--- src/rtl/rv32_mem_pkg.sv ---
// rtl/rv32_mem_pkg.sv - shared RV32I memory-access constants and LSU state type
package rv32_mem_pkg;

    localparam int WORD_IDX_W = 5;

    localparam logic [2:0] F3_B  = 3'b000;
    localparam logic [2:0] F3_H  = 3'b001;
    localparam logic [2:0] F3_W  = 3'b010;
    localparam logic [2:0] F3_BU = 3'b100;
    localparam logic [2:0] F3_HU = 3'b101;

    typedef enum logic {
        ST_IDLE  = 1'b0,
        ST_MERGE = 1'b1
    } lsu_state_e;

endpackage

--- src/rtl/lsu_subword_if.sv ---
// rtl/lsu_subword_if.sv - core-side request and memory-side bus of the subword LSU
interface lsu_subword_if #(
    parameter int WORD_IDX_W = rv32_mem_pkg::WORD_IDX_W
);
    logic        req_valid;
    logic        req_we;
    logic [2:0]  req_funct3;
    logic [31:0] req_addr;
    logic [31:0] req_wdata;
    logic        stall;
    logic [31:0] load_data;
    logic        acc_err;
    logic        err_sticky;
    logic        mem_we;
    logic [31:0] mem_addr;
    logic [31:0] mem_wd;
    logic [31:0] mem_rd;

    // Index bits the memory actually decodes; upper word-address bits are ignored.
    logic [WORD_IDX_W-1:0] mem_idx;
    assign mem_idx = mem_addr[WORD_IDX_W-1:0];

    modport slave (
        input  req_valid, req_we, req_funct3, req_addr, req_wdata, mem_rd,
        output stall, load_data, acc_err, err_sticky, mem_we, mem_addr, mem_wd
    );

    modport master (
        output req_valid, req_we, req_funct3, req_addr, req_wdata, mem_rd,
        input  stall, load_data, acc_err, err_sticky, mem_we, mem_addr, mem_wd, mem_idx
    );
endinterface

--- src/rtl/lsu_lane_extract.sv ---
// rtl/lsu_lane_extract.sv - byte/half/word selection with sign or zero extension for loads
module lsu_lane_extract
    import rv32_mem_pkg::*;
(
    input  logic [31:0] word,
    input  logic [1:0]  lane,
    input  logic [2:0]  funct3,
    output logic [31:0] data
);
    logic [7:0]  byte_v;
    logic [15:0] half_v;

    always_comb begin
        byte_v = word[{lane, 3'b000} +: 8];
        half_v = word[{lane[1], 4'b0000} +: 16];
        case (funct3)
            F3_B:    data = {{24{byte_v[7]}}, byte_v};
            F3_BU:   data = {24'h000000, byte_v};
            F3_H:    data = {{16{half_v[15]}}, half_v};
            F3_HU:   data = {16'h0000, half_v};
            F3_W:    data = word;
            default: data = 32'h0000_0000;
        endcase
    end
endmodule

--- src/rtl/lsu_subword.sv ---
// rtl/lsu_subword.sv - RV32I load/store unit in front of a word-addressed memory, RMW for SB/SH
module lsu_subword
    import rv32_mem_pkg::*;
(
    input logic         CLK,
    input logic         RST,
    lsu_subword_if.slave bus
);
    lsu_state_e  state_q, state_d;
    logic [31:0] merge_q, merge_d;
    logic [31:0] merged;
    logic [31:0] extracted;
    logic        err_sticky_q;
    logic        is_b, is_h, is_w;
    logic        legal, misaligned, in_idle, access_ok;

    always_comb begin
        is_b       = (bus.req_funct3 == F3_B) || (bus.req_funct3 == F3_BU);
        is_h       = (bus.req_funct3 == F3_H) || (bus.req_funct3 == F3_HU);
        is_w       = (bus.req_funct3 == F3_W);
        // Unsigned variants exist only for loads.
        legal      = bus.req_we ? (bus.req_funct3 == F3_B || bus.req_funct3 == F3_H || is_w)
                                : (is_b || is_h || is_w);
        misaligned = (is_w && bus.req_addr[1:0] != 2'b00) || (is_h && bus.req_addr[0]);
    end

    assign in_idle     = (state_q == ST_IDLE);
    assign access_ok   = bus.req_valid && in_idle && legal && !misaligned;
    assign bus.acc_err = bus.req_valid && in_idle && (!legal || misaligned);

    lsu_lane_extract u_extract (
        .word   (bus.mem_rd),
        .lane   (bus.req_addr[1:0]),
        .funct3 (bus.req_funct3),
        .data   (extracted)
    );

    assign bus.load_data  = (access_ok && !bus.req_we) ? extracted : 32'h0000_0000;
    assign bus.mem_addr   = {2'b00, bus.req_addr[31:2]};
    assign bus.err_sticky = err_sticky_q;

    // Read word with the store lane(s) overwritten; captured in the first RMW cycle.
    always_comb begin
        merged = bus.mem_rd;
        if (is_h) begin
            merged[{bus.req_addr[1], 4'b0000} +: 16] = bus.req_wdata[15:0];
        end else begin
            merged[{bus.req_addr[1:0], 3'b000} +: 8] = bus.req_wdata[7:0];
        end
    end

    always_comb begin
        state_d    = state_q;
        merge_d    = merge_q;
        bus.mem_we = 1'b0;
        bus.stall  = 1'b0;
        bus.mem_wd = bus.req_wdata;
        case (state_q)
            ST_IDLE: begin
                if (access_ok && bus.req_we) begin
                    if (is_w) begin
                        bus.mem_we = 1'b1;
                    end else begin
                        bus.stall = 1'b1;
                        merge_d   = merged;
                        state_d   = ST_MERGE;
                    end
                end
            end
            ST_MERGE: begin
                bus.mem_we = 1'b1;
                bus.mem_wd = merge_q;
                state_d    = ST_IDLE;
            end
            default: state_d = ST_IDLE;
        endcase
        if (!RST) begin
            bus.mem_we = 1'b0;
            bus.stall  = 1'b0;
        end
    end

    always_ff @(posedge CLK) begin
        if (!RST) begin
            state_q      <= ST_IDLE;
            merge_q      <= 32'h0000_0000;
            err_sticky_q <= 1'b0;
        end else begin
            state_q <= state_d;
            merge_q <= merge_d;
            if (bus.acc_err) begin
                err_sticky_q <= 1'b1;
            end
        end
    end
endmodule
--- src/flat_wrapper.sv ---
// flat-port wrapper written by rule: the top's interface ports become plain ports
module lsu_subword_flat import rv32_mem_pkg::*;
  (CLK, RST, bus_req_valid, bus_req_we, bus_req_funct3, bus_req_addr, bus_req_wdata, bus_mem_rd, bus_stall, bus_load_data, bus_acc_err, bus_err_sticky, bus_mem_we, bus_mem_addr, bus_mem_wd);
  lsu_subword_if bus_i ();
  input logic CLK;
  input logic RST;
  input wire logic [$bits(bus_i.req_valid)-1:0] bus_req_valid;
  input wire logic [$bits(bus_i.req_we)-1:0] bus_req_we;
  input wire logic [$bits(bus_i.req_funct3)-1:0] bus_req_funct3;
  input wire logic [$bits(bus_i.req_addr)-1:0] bus_req_addr;
  input wire logic [$bits(bus_i.req_wdata)-1:0] bus_req_wdata;
  input wire logic [$bits(bus_i.mem_rd)-1:0] bus_mem_rd;
  output wire logic [$bits(bus_i.stall)-1:0] bus_stall;
  output wire logic [$bits(bus_i.load_data)-1:0] bus_load_data;
  output wire logic [$bits(bus_i.acc_err)-1:0] bus_acc_err;
  output wire logic [$bits(bus_i.err_sticky)-1:0] bus_err_sticky;
  output wire logic [$bits(bus_i.mem_we)-1:0] bus_mem_we;
  output wire logic [$bits(bus_i.mem_addr)-1:0] bus_mem_addr;
  output wire logic [$bits(bus_i.mem_wd)-1:0] bus_mem_wd;
  assign bus_i.req_valid = bus_req_valid;
  assign bus_i.req_we = bus_req_we;
  assign bus_i.req_funct3 = bus_req_funct3;
  assign bus_i.req_addr = bus_req_addr;
  assign bus_i.req_wdata = bus_req_wdata;
  assign bus_i.mem_rd = bus_mem_rd;
  assign bus_stall = bus_i.stall;
  assign bus_load_data = bus_i.load_data;
  assign bus_acc_err = bus_i.acc_err;
  assign bus_err_sticky = bus_i.err_sticky;
  assign bus_mem_we = bus_i.mem_we;
  assign bus_mem_addr = {>>{bus_i.mem_addr}};
  assign bus_mem_wd = bus_i.mem_wd;
  lsu_subword u_core (.CLK(CLK), .RST(RST), .bus(bus_i));
endmodule
--- config.mk ---
export PLATFORM = sky130hd
export DESIGN_NAME = lsu_subword_flat
export DESIGN_NICKNAME = d
export VERILOG_FILES = /design/src/rtl/rv32_mem_pkg.sv /design/src/rtl/lsu_subword_if.sv /design/src/rtl/lsu_lane_extract.sv /design/src/rtl/lsu_subword.sv /design/src/flat_wrapper.sv
export SDC_FILE = /design/constraint.sdc
export NUM_CORES = 1
export LEC_CHECK = 0
export CAP_MARGIN = 20
export CELL_PAD_IN_SITES_DETAIL_PLACEMENT = 0
export CELL_PAD_IN_SITES_GLOBAL_PLACEMENT = 2
export CORE_MARGIN = 1
export CORE_UTILIZATION = 20
export DETAILED_ROUTE_END_ITERATION = 12
export PLACE_DENSITY_LB_ADDON = 0.1
export RECOVER_POWER = 25
export SYNTH_ARGS = -nofsm -noshare
export SYNTH_HDL_FRONTEND = slang
export SYNTH_SLANG_ARGS = --single-unit
--- constraint.sdc ---
create_clock -name CLK -period 3.2 [get_ports CLK]
set_input_delay 0.32 -clock CLK [delete_from_list [all_inputs] [get_ports CLK]]
set_output_delay 0.32 -clock CLK [all_outputs]
set_load 0.05 [all_outputs]
---- After elaboration in Yosys (flattened, before gate mapping) ----
Cells that the tools add are included.
word-level totals
  flip-flop bits (word level) ............. 34
  logic and storage cells ................. 55
cells by class
  add/subtract/negate cells ............... 2
  eq/ne operators ......................... 4
  shift-type cells ........................ 6
  muxes and demuxes ....................... 16
  bitwise gates (word level) .............. 2
  reductions and logical operators ........ 22
operators with widths
  operator                                               count
  case mux 32 bit (5 select lines)                       1
  two-way mux 32 bit                                     3
  bitwise mux 32 bit                                     2
  variable shift 16 x 7 -> 32 bit, first input constant  1
  variable shift 8 x 7 -> 32 bit, first input constant   1
  variable part select 16 x 7 -> 32 bit                  1
  variable part select 32 x 6 -> 16 bit                  1
  variable part select 32 x 6 -> 8 bit                   1
  variable part select 8 x 7 -> 32 bit                   1
  negation 5 -> 7 bit                                    2
  logical AND 1 bit                                      8
  logical OR 1 bit                                       8
  two-way mux 1 bit                                      8
  == test 3 bit, second input constant                   2
  case mux 1 bit (2 select lines)                        2
  == test 3 x 1 -> 1 bit, second input constant          1
  == test 3 x 2 -> 1 bit, second input constant          1
  logical NOT 1 bit                                      3
  logical NOT 3 bit                                      1
  AND reduction 3 bit                                    1
  inverter 1 bit                                         2
  nonzero test 2 bit                                     1

---- Depth between registers and ports, before layout ----
  depth in word-level cells ............... 11
  depth in mapped cells ................... 11
  gate-level depth less buffers ........... 6

---- By module ----
Synthesis repeated with hierarchy kept, for this count alone.
unflattened totals
  cell total of the unflattened synthesis .. 408
  area, all modules ....................... 3,585.9 µm²
modules (own cells, without submodules)
  module            instances  cells each  area an instance (µm²)  sequential area each (µm²)
  lsu_subword       1          299         2,800.2                 680.7
  lsu_lane_extract  1          109         785.8                   0.0

---- Least setup slack after synthesis ----
OpenSTA, ideal clock, no wires.
  path type ............................... input -> output
  from .................................... in bus_req_addr[1]
  to ...................................... out bus_load_data[16]
  arrival time ............................ 2,724 ps
  required time ........................... 2,880 ps
  path slack .............................. 156 ps
  stages on the path ...................... 9
  path buffers ............................ 3
  cell sequence ........................... buf_2 -> buf_1 -> inv_2 -> ha_1 -> nand2b_1 -> a2111o_1 -> nand2b_4 -> buf_6 -> a21oi_1
between the ends
  longest elaborated chain between the ends .. 7
  elaborated cells on any way between the ends .. 10
  those cells by class .................... shift: 2; mux: 2; reduce/logical: 6
RTL lines
  what                                                                                           RTL line            source
  start: declaration                                                                             flat_wrapper.sv:10  input wire logic [$bits(bus_i.req_addr)-1:0] bus_req_addr;
  parallel branches: the longest is 6 deep, another holds variable part select 32 x 6 -> 16 bit  -
  two-way mux 32 bit *                                                                           lsu_subword.sv:38   assign bus.load_data = (access_ok && !bus.req_we) ? extracted : 32'h0000_0000;
  end: declaration                                                                               flat_wrapper.sv:14  output wire logic [$bits(bus_i.load_data)-1:0] bus_load_data;
Mark *: on every way between the ends.

---- Worst setup path after layout ----
  from .................................... in bus_req_funct3[1]
  to ...................................... out bus_load_data[10]
between the ends
  longest elaborated chain between the ends .. 9
  elaborated cells on any way between the ends .. 21
  those cells by class .................... eq/ne: 4; mux: 3; reduce/logical: 14
RTL lines
  what                                         RTL line                                   source
  start: declaration                           flat_wrapper.sv:9                          input wire logic [$bits(bus_i.req_funct3)-1:0] bus_req_funct3;
  == test 3 bit, or another cell as far along  lsu_lane_extract.sv:16, lsu_subword.sv:18
  logical OR 1 bit (on tied branches)          lsu_subword.sv:18, lsu_subword.sv:19
  logical OR 1 bit (2 in series)               lsu_subword.sv:23                          : (is_b || is_h || is_w);
  two-way mux 1 bit                            lsu_subword.sv:22                          legal = bus.req_we ? (bus.req_funct3 == F3_B || bus.req_funct3 == F3_H || is_w)
  logical AND 1 bit (2 in series)              lsu_subword.sv:28                          assign access_ok = bus.req_valid && in_idle && legal && !misaligned;
  logical AND 1 bit                            lsu_subword.sv:38
  two-way mux 32 bit *                         lsu_subword.sv:38
Every way passes the cells marked *; elsewhere a longest branch is shown, timed or not.

==> results.json <==
{
  "fillers": 1691,
  "seqPwrFrac_pct": 25.9,
  "ys_warn_count": 0,
  "p_int_uw": 1140,
  "pwr-share-clk_pct": 38.5,
  "ctsHoldBuffers": 0,
  "crit_slowest_cell": "clkdlybuf4s50_1",
  "met1_length_mm": 7.04,
  "grt_pass1_vias": 3559,
  "cp.arrival_ns": 2.61,
  "hold_slack_ns": 0.476,
  "total_power_uw": 1710,
  "cpPeakStageDelay_ns": 0.73,
  "grt_max_degree": 29,
  "cts_tree": "built",
  "synth-compound-area-share_pct": 34.9,
  "ys_ff_latch": 34,
  "antenna_cells": 0,
  "synth_top_family_by_area": "compound AO/OA/AOI/OAI gates",
  "cp_max_fo": 13,
  "setup_viol": 0,
  "startpoint": "bus_req_funct3[1]",
  "finalHoldViolations": 0,
  "areaGrowthSynthToFinish_pct": 57.3,
  "yosysUniqueCellTypes": 48,
  "clock-sinks": 34,
  "regToRegEndpoint": "u_core.merge_q[24]$_SDFFE_PN0P_",
  "drt-pass1-iter-count": 5,
  "post_drt_wl_per_cell_um": 21.3,
  "synthMuxAreaShare_pct": 15.5,
  "numCtsBuffers": 5,
  "status": "finished, final reports clean",
  "clock_skew_ns": 0.00846,
  "leakagePower_uw": 0.00183,
  "drc_errors": 0,
  "grt_first_pass_wirelength_mm": 22.8,
  "dieWidth_um": 132,
  "die_h_um": 132,
  "cp.required_ns": 2.88,
  "start_util_pct": 20.5,
  "drt.antenna.violating_nets": 0,
  "sw_frac_of_total_pct": 33.4,
  "wl_met2_mm": 7.00,
  "power.switching_uw": 572,
  "io_buffer_count": 140,
  "synth_flop_cell": "dfxtp_1",
  "cp.depth": 6,
  "rsz0062_at_grt": "false",
  "insertion_delay_ns": 0.29,
  "synth_adder_area_share_pct": 1.85,
  "core.rowCount": 47,
  "crit_end": "bus_load_data[10]",
  "fin_nets": 613,
  "cp_top_family": "buffers and inverters",
  "wirelength_mm": 15.4,
  "clockBufferDepth": 2,
  "fin_tns_setup_ns": 0,
  "synth.cell_area_sq_mm": 0.00338,
  "synth_area_per_cell_sq_um": 8.37,
  "r2r_start": "u_core.state_q$_SDFF_PN0_",
  "met3_length_mm": 1.12,
  "synth_xor_area_share_pct": 0,
  "top_layer": "met4",
  "critPathBufInv": 2,
  "antenna_found_initial": 0,
  "cts.repair_timing.setup_buffer_count": 0,
  "num_vias": 3579,
  "hpwl_mm": 12.0,
  "hold_class": "register to register",
  "yosysSeqAreaShare_pct": 20.1,
  "layout_worst_path_cycle_share_pct": 91.4,
  "path_clk_slew_ns": 0.06,
  "coreArea_sq_mm": 0.0165,
  "track_usage_pct": 17.3,
  "yosysTopAreaCell": "dfxtp_1",
  "p_per_area_mw_per_mm2": 322,
  "worst_ir_drop_vdd_v": 0.000183,
  "netlist_top_cells_area": "dfxtp_1, mux2_2, buf_4",
  "fp.dieArea_sq_mm": 0.0174,
  "pwr-share-comb_pct": 35.6,
  "syn_inst": 404,
  "cts-root-buf": "clkbuf_16",
  "slew_headroom_pct": 63.4,
  "synth_top_area_share_pct": 20.1,
  "async_reset_ff_share_pct": 0,
  "end_kind": "primary output",
  "start_kind": "input pin",
  "cts_resized": 0,
  "viasPerCell": 4.93,
  "io_pins": 203,
  "gr-total-overflow": 0,
  "worst_slew_pin_slew_ns": 0.548,
  "drt_iter0_drc": 167,
  "period_minus_slack_ns": 2.93,
  "synth_edf_count": 0,
  "path_cells": "clkdlybuf4s50_1 > nor3b_4 > or2_2 > a22oi_1 > a21oi_1 > buf_12",
  "htree_levels": 2,
  "hold_start": "u_core.bus.err_sticky$_SDFFE_PN0P_",
  "yosys.area_share.simple_pct": 13.4,
  "drv_slew": 0,
  "gp_congestion": 0.792,
  "path_class": "input pin to primary output",
  "fmax_mhz": 342,
  "reg2reg_depth": 5,
  "r2r_slack_ns": 1.13,
  "layout-drive-gt1-share_pct": 25.9,
  "drv_cap": 0
}
==> worst min-delay path by stage <==
stage,end,slack [ns],depth (start not counted)
after floorplan,u_core.merge_q[10]$_SDFFE_PN0P_,0.45,2
after global placement,u_core.bus.err_sticky$_SDFFE_PN0P_,0.46,1
after detailed placement,u_core.bus.err_sticky$_SDFFE_PN0P_,0.46,1
after CTS,u_core.merge_q[14]$_SDFFE_PN0P_,0.48,2
after global routing,u_core.merge_q[12]$_SDFFE_PN0P_,0.50,2
final,u_core.bus.err_sticky$_SDFFE_PN0P_,0.48,1
==> metal layers <==
metal,vias up,track usage (%)
li1,1701,-
met1,1688,23.5
met2,171,27.5
met3,19,3.50
met4,0,5.23
met5,-,0
==> synth_stat cells (2+ instances only) <==
cell type  number
o21a_1          2
a211oi_1       25
mux2_2         33
nand2_1        41
a22oi_1        25
clkbuf_1       16
clkinv_1        3
and2_1          8
inv_1           5
o32ai_1        16
a211oi_2        7
nor2_1          5
a21oi_1        39
a31oi_1         2
a221oi_1       17
nor2b_1        11
dfxtp_1        34
nor3b_1         2
nand2b_1        2
o22a_1          6
buf_2           9
buf_4          38
ha_1            5
mux2i_1        13
buf_1           2
buf_6           4
or2_2           2
nand2b_4        2
a21oi_2        11
==> cells by family (layout without fill, tap and decap cells) <==
family                     count (synthesis)  in the layout
AOI/OAI and AO/OA                        156            156
muxes                                     47             47
adders and majority gates                  5              5
DFF                                       34             34
other                                      1              2
and+or+nand+nor                           83             83
buffers and inverters                     78            179
==> state kept, by name, indices dropped and copies added, names as in the netlist <==
name                   count
u_core.merge_q            32
u_core.state_q             1
u_core.bus.err_sticky      1
==> per-stage QoR <==
step | instance area, sq um | utilization (%) | std cells | setup slack (ns)
4_1_cts | 5320 | 32.2 | 726 | 0.267
2_1_floorplan | 3380 | - | 405 | 0.156
6_report | 5320 | 32.2 | 726 | 0.275
3_5_place_dp | 5120 | 31.0 | 718 | 0.292
5_1_grt | 5320 | 32.2 | 726 | 0.120
3_3_place_gp | 5120 | 31.0 | 718 | 0.311
==> power by group through the flow <==
stage	clock network [uW]	registers (uW)	logic (uW)
2_1_floorplan	0	453	437
3_3_place_gp	0	453	611
3_5_place_dp	0	453	610
4_1_cts	668	444	613
5_1_grt	683	445	644
6_report	658	443	609
==> layout by cell type, fill, tap and decap left out, types with 3 or more instances in the layout <==
| cell | Yosys | layout |
|---|---|---|
| buf_12 | 0 | 35 |
| ha_1 | 5 | 5 |
| clkbuf_16 | 0 | 5 |
| mux2_2 | 33 | 33 |
| buf_4 | 38 | 24 |
| o22a_1 | 6 | 6 |
| a221oi_1 | 17 | 17 |
| a21oi_2 | 11 | 11 |
| and2_1 | 8 | 8 |
| clkinv_1 | 3 | 3 |
| mux2i_1 | 13 | 13 |
| o32ai_1 | 16 | 16 |
| a211oi_1 | 25 | 25 |
| nand2_1 | 41 | 41 |
| inv_1 | 5 | 5 |
| nor2b_1 | 11 | 11 |
| dfxtp_1 | 34 | 34 |
| a211oi_2 | 7 | 7 |
| clkdlybuf4s50_1 | 0 | 101 |
| a21oi_1 | 39 | 39 |
| a22oi_1 | 25 | 25 |
| nor2_1 | 5 | 5 |
==> cell type report <==
cell class | instances | area (sq um) | share of cell area [%]
sequential | 34 | 681 | 12.8
clock buffer | 5 | 125 | 2.35
tap | 220 | 275 | 5.18
inverter | 9 | 33.8 | 0.635
multi-input combinational | 293 | 2230 | 41.9
timing repair buffer | 162 | 1910 | 35.9
clock inverter | 3 | 68.8 | 1.29
(Power assumes the default switching activity.)
